===== src/rtl/pipe_stage_reg.sv =====
// pipe_stage_reg: parametrised pipeline stage register with a valid/ready
// handshake, synchronous flush and a saturating stall counter.
// Define PIPE_SKID_EN to build the 2-entry skid variant. In that variant
// in_ready comes from a flop, so there is no combinational path from
// out_ready to in_ready.
module pipe_stage_reg #(
  parameter int               DATA_W  = 32,
  parameter logic [DATA_W-1:0] RST_VAL = '0,
  parameter int               CNT_W   = 16
) (
  input  logic              clk,
  input  logic              rst,
  input  logic              flush,
  input  logic              in_valid,
  output logic              in_ready,
  input  logic [DATA_W-1:0] in_data,
  output logic              out_valid,
  input  logic              out_ready,
  output logic [DATA_W-1:0] out_data,
  input  logic              clr_cnt,
  output logic [CNT_W-1:0]  stall_cnt
);

  localparam logic [CNT_W-1:0] CNT_MAX = '1;
  localparam logic [CNT_W-1:0] CNT_ONE = 1;

  logic             w_ti;
  logic             w_to;
  logic             w_stall;
  logic [CNT_W-1:0] r_cnt;

  assign w_ti    = in_valid & in_ready;
  assign w_to    = out_valid & out_ready;
  assign w_stall = out_valid & ~out_ready;

  // Stall counter: clear wins over increment, holds at all-ones, ignores flush
  always_ff @(posedge clk or posedge rst) begin
    if (rst)                           r_cnt <= '0;
    else if (clr_cnt)                  r_cnt <= '0;
    else if (w_stall && r_cnt != CNT_MAX) r_cnt <= r_cnt + CNT_ONE;
  end

  assign stall_cnt = r_cnt;

`ifdef PIPE_SKID_EN
  typedef enum logic [1:0] {EMPTY, BUSY, FULL} state_t;

  state_t              r_state;
  state_t              w_state_nxt;
  logic                r_rdy;
  logic                w_ld_main;
  logic                w_ld_skid;
  logic                w_main_from_skid;
  logic [DATA_W-1:0]   r_data;
  logic [DATA_W-1:0]   r_skid;

  // Occupancy FSM next-state and load enables; flush overrides everything
  always_comb begin
    w_state_nxt      = r_state;
    w_ld_main        = 1'b0;
    w_ld_skid        = 1'b0;
    w_main_from_skid = 1'b0;
    case (r_state)
      EMPTY: if (w_ti) begin
        w_state_nxt = BUSY;
        w_ld_main   = 1'b1;
      end
      BUSY: begin
        if (w_ti && !w_to) begin
          w_state_nxt = FULL;
          w_ld_skid   = 1'b1;
        end else if (w_to && !w_ti) begin
          w_state_nxt = EMPTY;
        end else if (w_ti && w_to) begin
          w_ld_main   = 1'b1;
        end
      end
      FULL: if (w_to) begin
        w_state_nxt      = BUSY;
        w_main_from_skid = 1'b1;
      end
      default: w_state_nxt = EMPTY;
    endcase
    if (flush) begin
      w_state_nxt      = EMPTY;
      w_ld_main        = 1'b0;
      w_ld_skid        = 1'b0;
      w_main_from_skid = 1'b0;
    end
  end

  // State register; ready is precomputed from next state so it is a flop output
  always_ff @(posedge clk or posedge rst) begin
    if (rst) begin
      r_state <= EMPTY;
      r_rdy   <= 1'b1;
    end else begin
      r_state <= w_state_nxt;
      r_rdy   <= (w_state_nxt != FULL);
    end
  end

  // Payload registers load only on accept or skid promotion
  always_ff @(posedge clk or posedge rst) begin
    if (rst) begin
      r_data <= RST_VAL;
      r_skid <= RST_VAL;
    end else begin
      if (w_ld_main)             r_data <= in_data;
      else if (w_main_from_skid) r_data <= r_skid;
      if (w_ld_skid)             r_skid <= in_data;
    end
  end

  assign in_ready  = r_rdy;
  assign out_valid = (r_state != EMPTY);
  assign out_data  = r_data;
`else
  logic              r_vld;
  logic [DATA_W-1:0] r_data;

  // Single entry: accept replaces (full throughput), drain clears valid
  always_ff @(posedge clk or posedge rst) begin
    if (rst) begin
      r_vld  <= 1'b0;
      r_data <= RST_VAL;
    end else if (flush) begin
      r_vld  <= 1'b0;
    end else if (w_ti) begin
      r_vld  <= 1'b1;
      r_data <= in_data;
    end else if (w_to) begin
      r_vld  <= 1'b0;
    end
  end

  assign in_ready  = ~r_vld | out_ready;
  assign out_valid = r_vld;
  assign out_data  = r_data;
`endif

endmodule


===== config.mk =====
export PLATFORM = sky130hd
export DESIGN_NAME = pipe_stage_reg
export DESIGN_NICKNAME = d
export VERILOG_FILES = /design/src/rtl/pipe_stage_reg.sv
export SDC_FILE = /design/constraint.sdc
export NUM_CORES = 1
export LEC_CHECK = 0
export BUFFER_PORTS_ARGS = -buffer_cell sky130_fd_sc_hd__buf_2
export CORE_ASPECT_RATIO = 1.1
export CORE_MARGIN = 10
export CORE_UTILIZATION = 48
export DETAILED_ROUTE_END_ITERATION = 8
export PLACE_DENSITY_LB_ADDON = 0.05
export SYNTH_ARGS = -nofsm -noshare
export SYNTH_HDL_FRONTEND = slang
export SYNTH_SLANG_ARGS = --single-unit

===== constraint.sdc =====
create_clock -name clk -period 2.1 [get_ports clk]
set_input_delay 0.105 -clock clk [delete_from_list [all_inputs] [get_ports clk]]
set_output_delay 0.105 -clock clk [all_outputs]
set_load 0.01 [all_outputs]

Word level (Yosys, flattened, before mapping). Index checks and enable logic that the tools add are counted. Widths: inputs -> output; s select.

Add/subtract/negate cells: 1. Equal/unequal tests: 1. Multiplexer cells: 5. Bitwise logic cells: 7. Reductions and logical operators: 4.

Operators by type and width (number): $mux 16 (2); $add 16x1->16 const B (1); $ne 16x16->1 const B (1); $and 1x1->1 (3); $mux 1 (3); $not 1->1 (3); $reduce_bool 3->1 (1); $reduce_and 2->1 (1); $reduce_bool 2->1 (1); $logic_and 1x1->1 (1); $or 1x1->1 (1).

Flip-flop bits (word level): 49. Bits of input ports: 38. Output and inout bits: 50. Word-level logic and storage cells: 21.

Logic depth before layout (Yosys ltp). Gate-level depths: netlist (run 1).

Depth after elaboration: 5. Mapped depth: 6. Depth with buffers taken out: 5.

Worst setup path before layout (run 1). OpenSTA, ideal clock, no wires.

Kind: register to register. Start: register r_cnt[0] (netlist: stall_cnt[0]). End: register r_cnt[2] (netlist: stall_cnt[2]). Setup time: 96 ps. Data arrival time: 1628 ps. Required time: 2004 ps. Setup slack: 377 ps. Stages on the path, launching flop included: 7. Path buffers: 1. Period minus slack after synthesis: 1723 ps. Path through: dfrtp_1 ha_1 nand3_1 nor4_4 buf_6 nor2_2 a311oi_2.

Word-level cells in the longest chain between the ends: 3. Elaborated cells between the ends (all ways): 6. Classes of those cells: 1 x add/sub; 1 x eq/ne; 2 x mux; 2 x reduce/logical.

RTL lines: start, declared (RTL line 30) `logic [CNT_W-1:0] r_cnt;`; start signal, assigned (RTL line 40) `else if (w_stall && r_cnt != CNT_MAX) r_cnt <= r_cnt + CNT_ONE;`; $add 16x1->16 or $ne 16x16->1 (tied branches) (RTL line 40); $mux 16 or $logic_and 1x1->1 (tied branches) (RTL line 40); $mux 16 or $reduce_bool 2->1 (tied branches).

Several ways; a longest one is shown, not always the timed one. The select of a mux whose other input is x is not followed. A chain may end at the register's enable or synchronous reset.

Worst setup path in the final report (run 1).
Start: register r_cnt[0] (netlist: stall_cnt[0]). End: register r_cnt[9] (netlist: stall_cnt[9]).

The elaborated chain is that of the path after synthesis.

==> run summary, run 1 <==
Status: finished clean
Pins Over Slew Limit: 0
Total detailed-routing wirelength: 5.27 mm
Clk sink count: 49
Max_slew headroom: 74.7%
Achievable Freq: 548 MHz
Synth Area in XOR/XNOR: 0%
Starting Density: 50.1%
Vias in the first global route: 1796
H-tree depth: 2
Peak fanout along the critical path: 8
Met2 global-route usage: 21.8%
Startpoint types: register
I/O pin cnt: 88
Fin. Hold Viols: 0
Critical Path Sink Type: register
Finished Cell Area: 2820 sq um
Resize count post-CTS: 0
Netlist cell types: 37
Busiest layer in global routing: met2
Share of layout cells above drive strength 1: 56.8%
Clock transition at path regs: 90 ps
Num CTS Buffers: 5
Power Density: 721 nW/um^2
Longest Clk Path Bufs: 2
Met1 GRT Util: 16.0%
Residual DRC: 0
Total grt overflow: 0
Routability-driven placement congestion ratio: 0.815
Via density: 5.33
Met3 Track Usage GR: 7.04%
Tightest Hold Check Type: in2reg
Vias: 1705
DP Area: 2710 sq um
Leakage power: 1.36 nW
Setup Viol. Count Final: 0
Mapped cell area: 2180 sq um
MaxCap Viol Count: 0
Max VDD drop: 0.477 mV
Largest family of logic cells by synthesized area: multiplexers
Initial DRT Pass Iterations: 4
RSZ-0062 raised after global routing: no
HPWL after DPL: 4.12 mm
Drt wl/cell: 16.5 um
Syn Area/Cell: 12.8 sq um
Global-route wire length before repair: 8.83 mm
Post-synthesis simple-gate area fraction: 14.7%
Placed cell count: 311
Synth Net Count: 209
Die H: 90.7 um
Setup CP Type: reg2reg
YS warnings: 0
CORE AREA: 4350 sq um
DR iter-0 viols: 73
Cells after synthesis: 170
Die area: 7640 sq um
Root buf cell: clkbuf_8
Largest net degree at the start of global routing: 24
Antenna cell count: 0
CP required: 2320 ps
Most frequent cells in the layout: buf_2, dfrtp_1, mux2_2
Worst Path Arrival: 2040 ps
DRT antenna net count: 0
Slew @ Worst Pin: 376 ps
Commonest non-fill, non-tap cell in the layout: buf_2
Port bufs: 87
Total GRT Usage: 13.7%
Fin crit share: 86.8%
Die W: 84.2 um
Fin crit period: 1820 ps
Clk_skew: 6.29 ps
Register area share after synthesis: 56.3%
#FFs+latches synth: 49
Mux contribution to synthesized area: 18.5%
Synth Area in Adders: 0.574%
Complex-gate fraction of the synthesized area: 7.47%
Syn-to-layout area delta: 29.3%
Cell Count, Final, Fillers Out: 320
Initial antenna violation count: 0
Clk_lat worst skew: 290 ps
CTS tree: yes
Nets@finish: 305
Setup_tns: 0 ps
# rows: 25
power by group:
part           internal, W  total (W)  leakage (nW)  switching [W]
Clock             0.000262   0.000546        0.0443       0.000284
Sequential         0.00105    0.00110         0.612      0.0000507
Combinational     0.000200   0.000384         0.700       0.000184
cell families (layout without fill, tap and decap cells):
logic type / Yosys count / in the layout
buffers and inverters: 10 / 106
flip-flops: 49 / 49
adder cells (fa/ha/maj): 1 / 1
multiplexers: 36 / 36
AO/OA/AOI/OAI: 28 / 28
AND/OR/NAND/NOR: 46 / 46
repair_timing:
action / 4_1_cts / 5_1_grt
hold endpoints to repair: 18 / 0
hold buffers: 2 / 0
setup endpoints to repair: 0 / 0
setup buffers: 0 / 0
layer usage:
| layer | routed length (um) | share of wire (%) |
|---|---|---|
| met2 | 2520 | 48 |
| met3 | 546 | 10 |
| met5 | 0 | 0 |
| met1 | 2180 | 41 |
| met4 | 19 | 0.36 |
flip-flops by register name, indices dropped and copies added, names as in the netlist:
signal,flops
out_valid,1
stall_cnt,16
out_data,32
layout make-up:
| class | instances | area, sq um |
|---|---|---|
| Fill cell | 362 | 1530 |
| Timing Repair Buffer | 96 | 520 |
| Clock buffer | 7 | 86.3 |
| Multi-Input combinational cell | 111 | 905 |
| Sequential cell | 49 | 1230 |
| Inverter | 3 | 11.3 |
| Tap cell | 54 | 67.6 |
worst paths after layout:
check | startpoint | endpoint | slack, ps | depth (start not counted)
worst max-delay path | stall_cnt[0] | stall_cnt[9] | 280 | 6
worst min-delay path | in_valid | out_valid | 40 | 3
worst max register to register | stall_cnt[0] | stall_cnt[9] | 280 | 6
worst min register to register | out_data[21] | out_data[21] | 510 | 1
max in group asynchronous | rst | out_data[24] | 1190 | 4
min in group asynchronous | rst | out_data[14] | 360 | 3
stage by stage:
stage / power (W) / setup slack, ps / util, % / hold slack (ps)
after floorplan: 0.00132 / 377 / - / 171
after global placement: 0.00150 / 345 / 62.3 / 110
after detailed placement: 0.00151 / 301 / 62.3 / 116
after CTS: 0.00206 / 276 / 64.8 / 32.2
after global routing: 0.00214 / 146 / 64.8 / 34.4
final: 0.00203 / 277 / 64.8 / 41.0
cell usage after synthesis, drive strengths merged:
cell type | instances | share of area, %
nor2 | 8 | 1.5
nand3 | 5 | 1.1
and3 | 2 | 0.57
a211oi | 1 | 0.34
nor3 | 2 | 0.46
or4 | 2 | 0.75
o21a | 1 | 0.34
mux2i | 2 | 0.92
a21oi | 12 | 2.8
a311oi | 1 | 0.69
nor2b | 3 | 0.98
o21ai | 10 | 2.3
ha | 1 | 0.57
or3 | 7 | 2.4
buf | 6 | 1.8
nand2 | 2 | 0.34
nand4 | 7 | 3.0
and4 | 2 | 0.80
clkbuf | 1 | 0.17
and2 | 1 | 0.29
nand3b | 1 | 0.34
inv | 3 | 0.52
nor4 | 3 | 1.6
dfrtp | 49 | 56
o211ai | 1 | 0.34
o31ai | 2 | 0.69
mux2 | 34 | 18
nor3b | 1 | 0.57
worst max-delay path: stages, from the launching register on:
cell	delay, ps
dfrtp_1	430
ha_1	270
nand3_1	220
nor4_4	90
buf_4	160
or3_2	440
a21oi_1	140
Power figures use the tool's default switching activity.
==> inputs of run 2 (changes only) <==
CORE_MARGIN = 1.5   (was 10)
CORE_UTILIZATION = 43   (was 48)
clock period = 1.5 ns   (was 2.1 ns; I/O delays follow)
==> run summary, run 2 (synthesis results as in run 1) <==
Status: finished with violations
Failing checks: negative hold slack, negative setup slack
Fin. Hold Viols: 1 (+1)
Root buf cell: clkbuf_8
Setup Viol. Count Final: 24 (+24)
Multi-input gate area: 1170 sq um (+30%)
H-tree depth: 2 (unchanged)
Power Density: 876 nW/um^2 (+21%)
Tightest Hold Check Type: in2reg
Initial DRT Pass Iterations: 4 (unchanged)
Hold Startpoint: in_data[13]
Pins Over Slew Limit: 0 (unchanged)
Fin crit share: 103%
Vias in the first global route: 2056 (+14%)
Starting Density: 45.9% (-4.2 points)
# rows: 26 (+4.0%)
Slew @ Worst Pin: 458 ps (+81.9 ps)
Most frequent cells in the layout: buf_2, dfrtp_1, mux2_4
Max_slew headroom: 69.5% (-5.3 points)
CTS tree: yes
Port bufs: 87 (unchanged)
Longest Clk Path Bufs: 2 (unchanged)
Total GRT Usage: 21.2% (+7.5 points)
DR iter-0 viols: 87 (+19%)
DP Area: 2960 sq um (+9.2%)
Share of layout cells above drive strength 1: 65.3% (+8.6 points)
Clk sink count: 49 (unchanged)
Total detailed-routing wirelength: 6.11 mm (+16%)
I/O pin cnt: 88 (unchanged)
Max reg flops: 32 (unchanged)
Vias: 2005 (+18%)
Peak fanout along the critical path: 8 (unchanged)
Die W: 70.9 um (-16%)
Clk_lat worst skew: 300 ps (about the same)
RSZ-0062 raised after global routing: yes
HPWL after DPL: 3.71 mm (-10%)
Achievable Freq: 644 MHz
Crit path from: out_valid
Finished Cell Area: 3760 sq um (+34%)
Leakage power: 1.83 nW (+35%)
Die H: 77.7 um (-14%)
DRT antenna net count: 0 (unchanged)
Setup CP Type: reg2out
Residual DRC: 0 (unchanged)
Via density: 5.21 (-2.3%)
Die area: 5500 sq um (-28%)
Post-route worst setup slack: -52.1 ps (-329 ps)
Final-layout fill cell count: 312 (-14%)
Total grt overflow: 0 (unchanged)
Worst reg2reg startpoint: stall_cnt[1]
Register Area: 1230 sq um (+0.71%)
Clock transition at path regs: 90 ps (about the same)
Drt wl/cell: 15.9 um (-3.5%)
Final Core Density: 79.2% (+14 points)
CP required: 1420 ps (-900 ps)
Final Power: 0.00329 W (+62%)
Critical Path Sink Type: primary output
Max VDD drop: 0.732 mV (+54%)
Global-route wire length before repair: 9.23 mm (+4.5%)
Antenna cell count: 0 (unchanged)
MaxCap Viol Count: 0 (unchanged)
Fin crit period: 1550 ps
Syn-to-layout area delta: 72.7%
CORE AREA: 4750 sq um (+9.2%)
Commonest non-fill, non-tap cell in the layout: buf_2
Initial antenna violation count: 0 (unchanged)
Worst Path Arrival: 1480 ps (-560 ps)
Clk_skew: 7.02 ps (+0.731 ps)
Nets@finish: 367 (+20%)
Largest net degree at the start of global routing: 31 (+29%)
Startpoint types: register
Num CTS Buffers: 5 (unchanged)
WHS: -0.362 ps (-41.3 ps)
Routability-driven placement congestion ratio: 0.821 (+0.77%)
-- run 2: what timing repair did --
action / CTS / global route
endpoints found under the setup margin: 15 / 49
pin swaps: 9 / 15
hold buffers: 23 / 3
resized for setup: 11 / 68
gates cloned: 0 / 3
buffers inserted: 4 / 7
hold endpoints to repair: 41 / 3
-- run 2: cell type report --
class / instances / area share, %
inverters: 3 / 0.299
well taps: 56 / 1.86
clock buffers: 7 / 2.30
clock inverters: 1 / 0.798
repair buffers: 158 / 30.7
flip-flops and latches: 49 / 32.8
multi-input cells: 111 / 31.2
-- run 2: per-stage QoR --
step,instances,worst slack [ps],hold slack (ps),TNS [ps]
after floorplan,170,-16.4,141,-298
after global placement,337,-39.3,113,-292
after global routing,385,-143,0.505,-2670
after detailed placement,337,-87.2,113,-597
after CTS,372,-90.4,0.00538,-517
final,385,-52.1,-0.362,-435
-- run 2: worst paths after layout --
kind | to | slack [ps] | cells past startpoint
max | in_ready | -50 | 5
min | out_data[13] | -0.4 | 2
max reg2reg | stall_cnt[12] | -50 | 5
min reg2reg | out_data[4] | 510 | 1
max in group asynchronous | stall_cnt[11] | 650 | 4
min in group asynchronous | stall_cnt[5] | 330 | 3
-- run 2: layer usage --
metal	track usage, %	vias to the layer above	routed length [um]	part of all wire [%]
met1	25.0	976	2590	42
met4	9.25	0	108	1.8
met2	36.5	68	3030	50
met3	5.06	12	379	6.2
li1	-	949	-	-
met5	0	-	0	0
-- run 2: power by group --
part           switching (W)  internal, W  leakage (nW)  total, W
registers          0.0000831      0.00147         0.601   0.00155
logic               0.000303     0.000453          1.17  0.000757
clock network       0.000439     0.000544        0.0585  0.000983
total               0.000826      0.00247          1.83   0.00329
-- run 2: critical path: stages (launching register included) --
cell and delay (ps):
dfrtp_1 350, nor2b_4 330, inv_2 120, buf_6 150
buf_6 120, buf_6 110
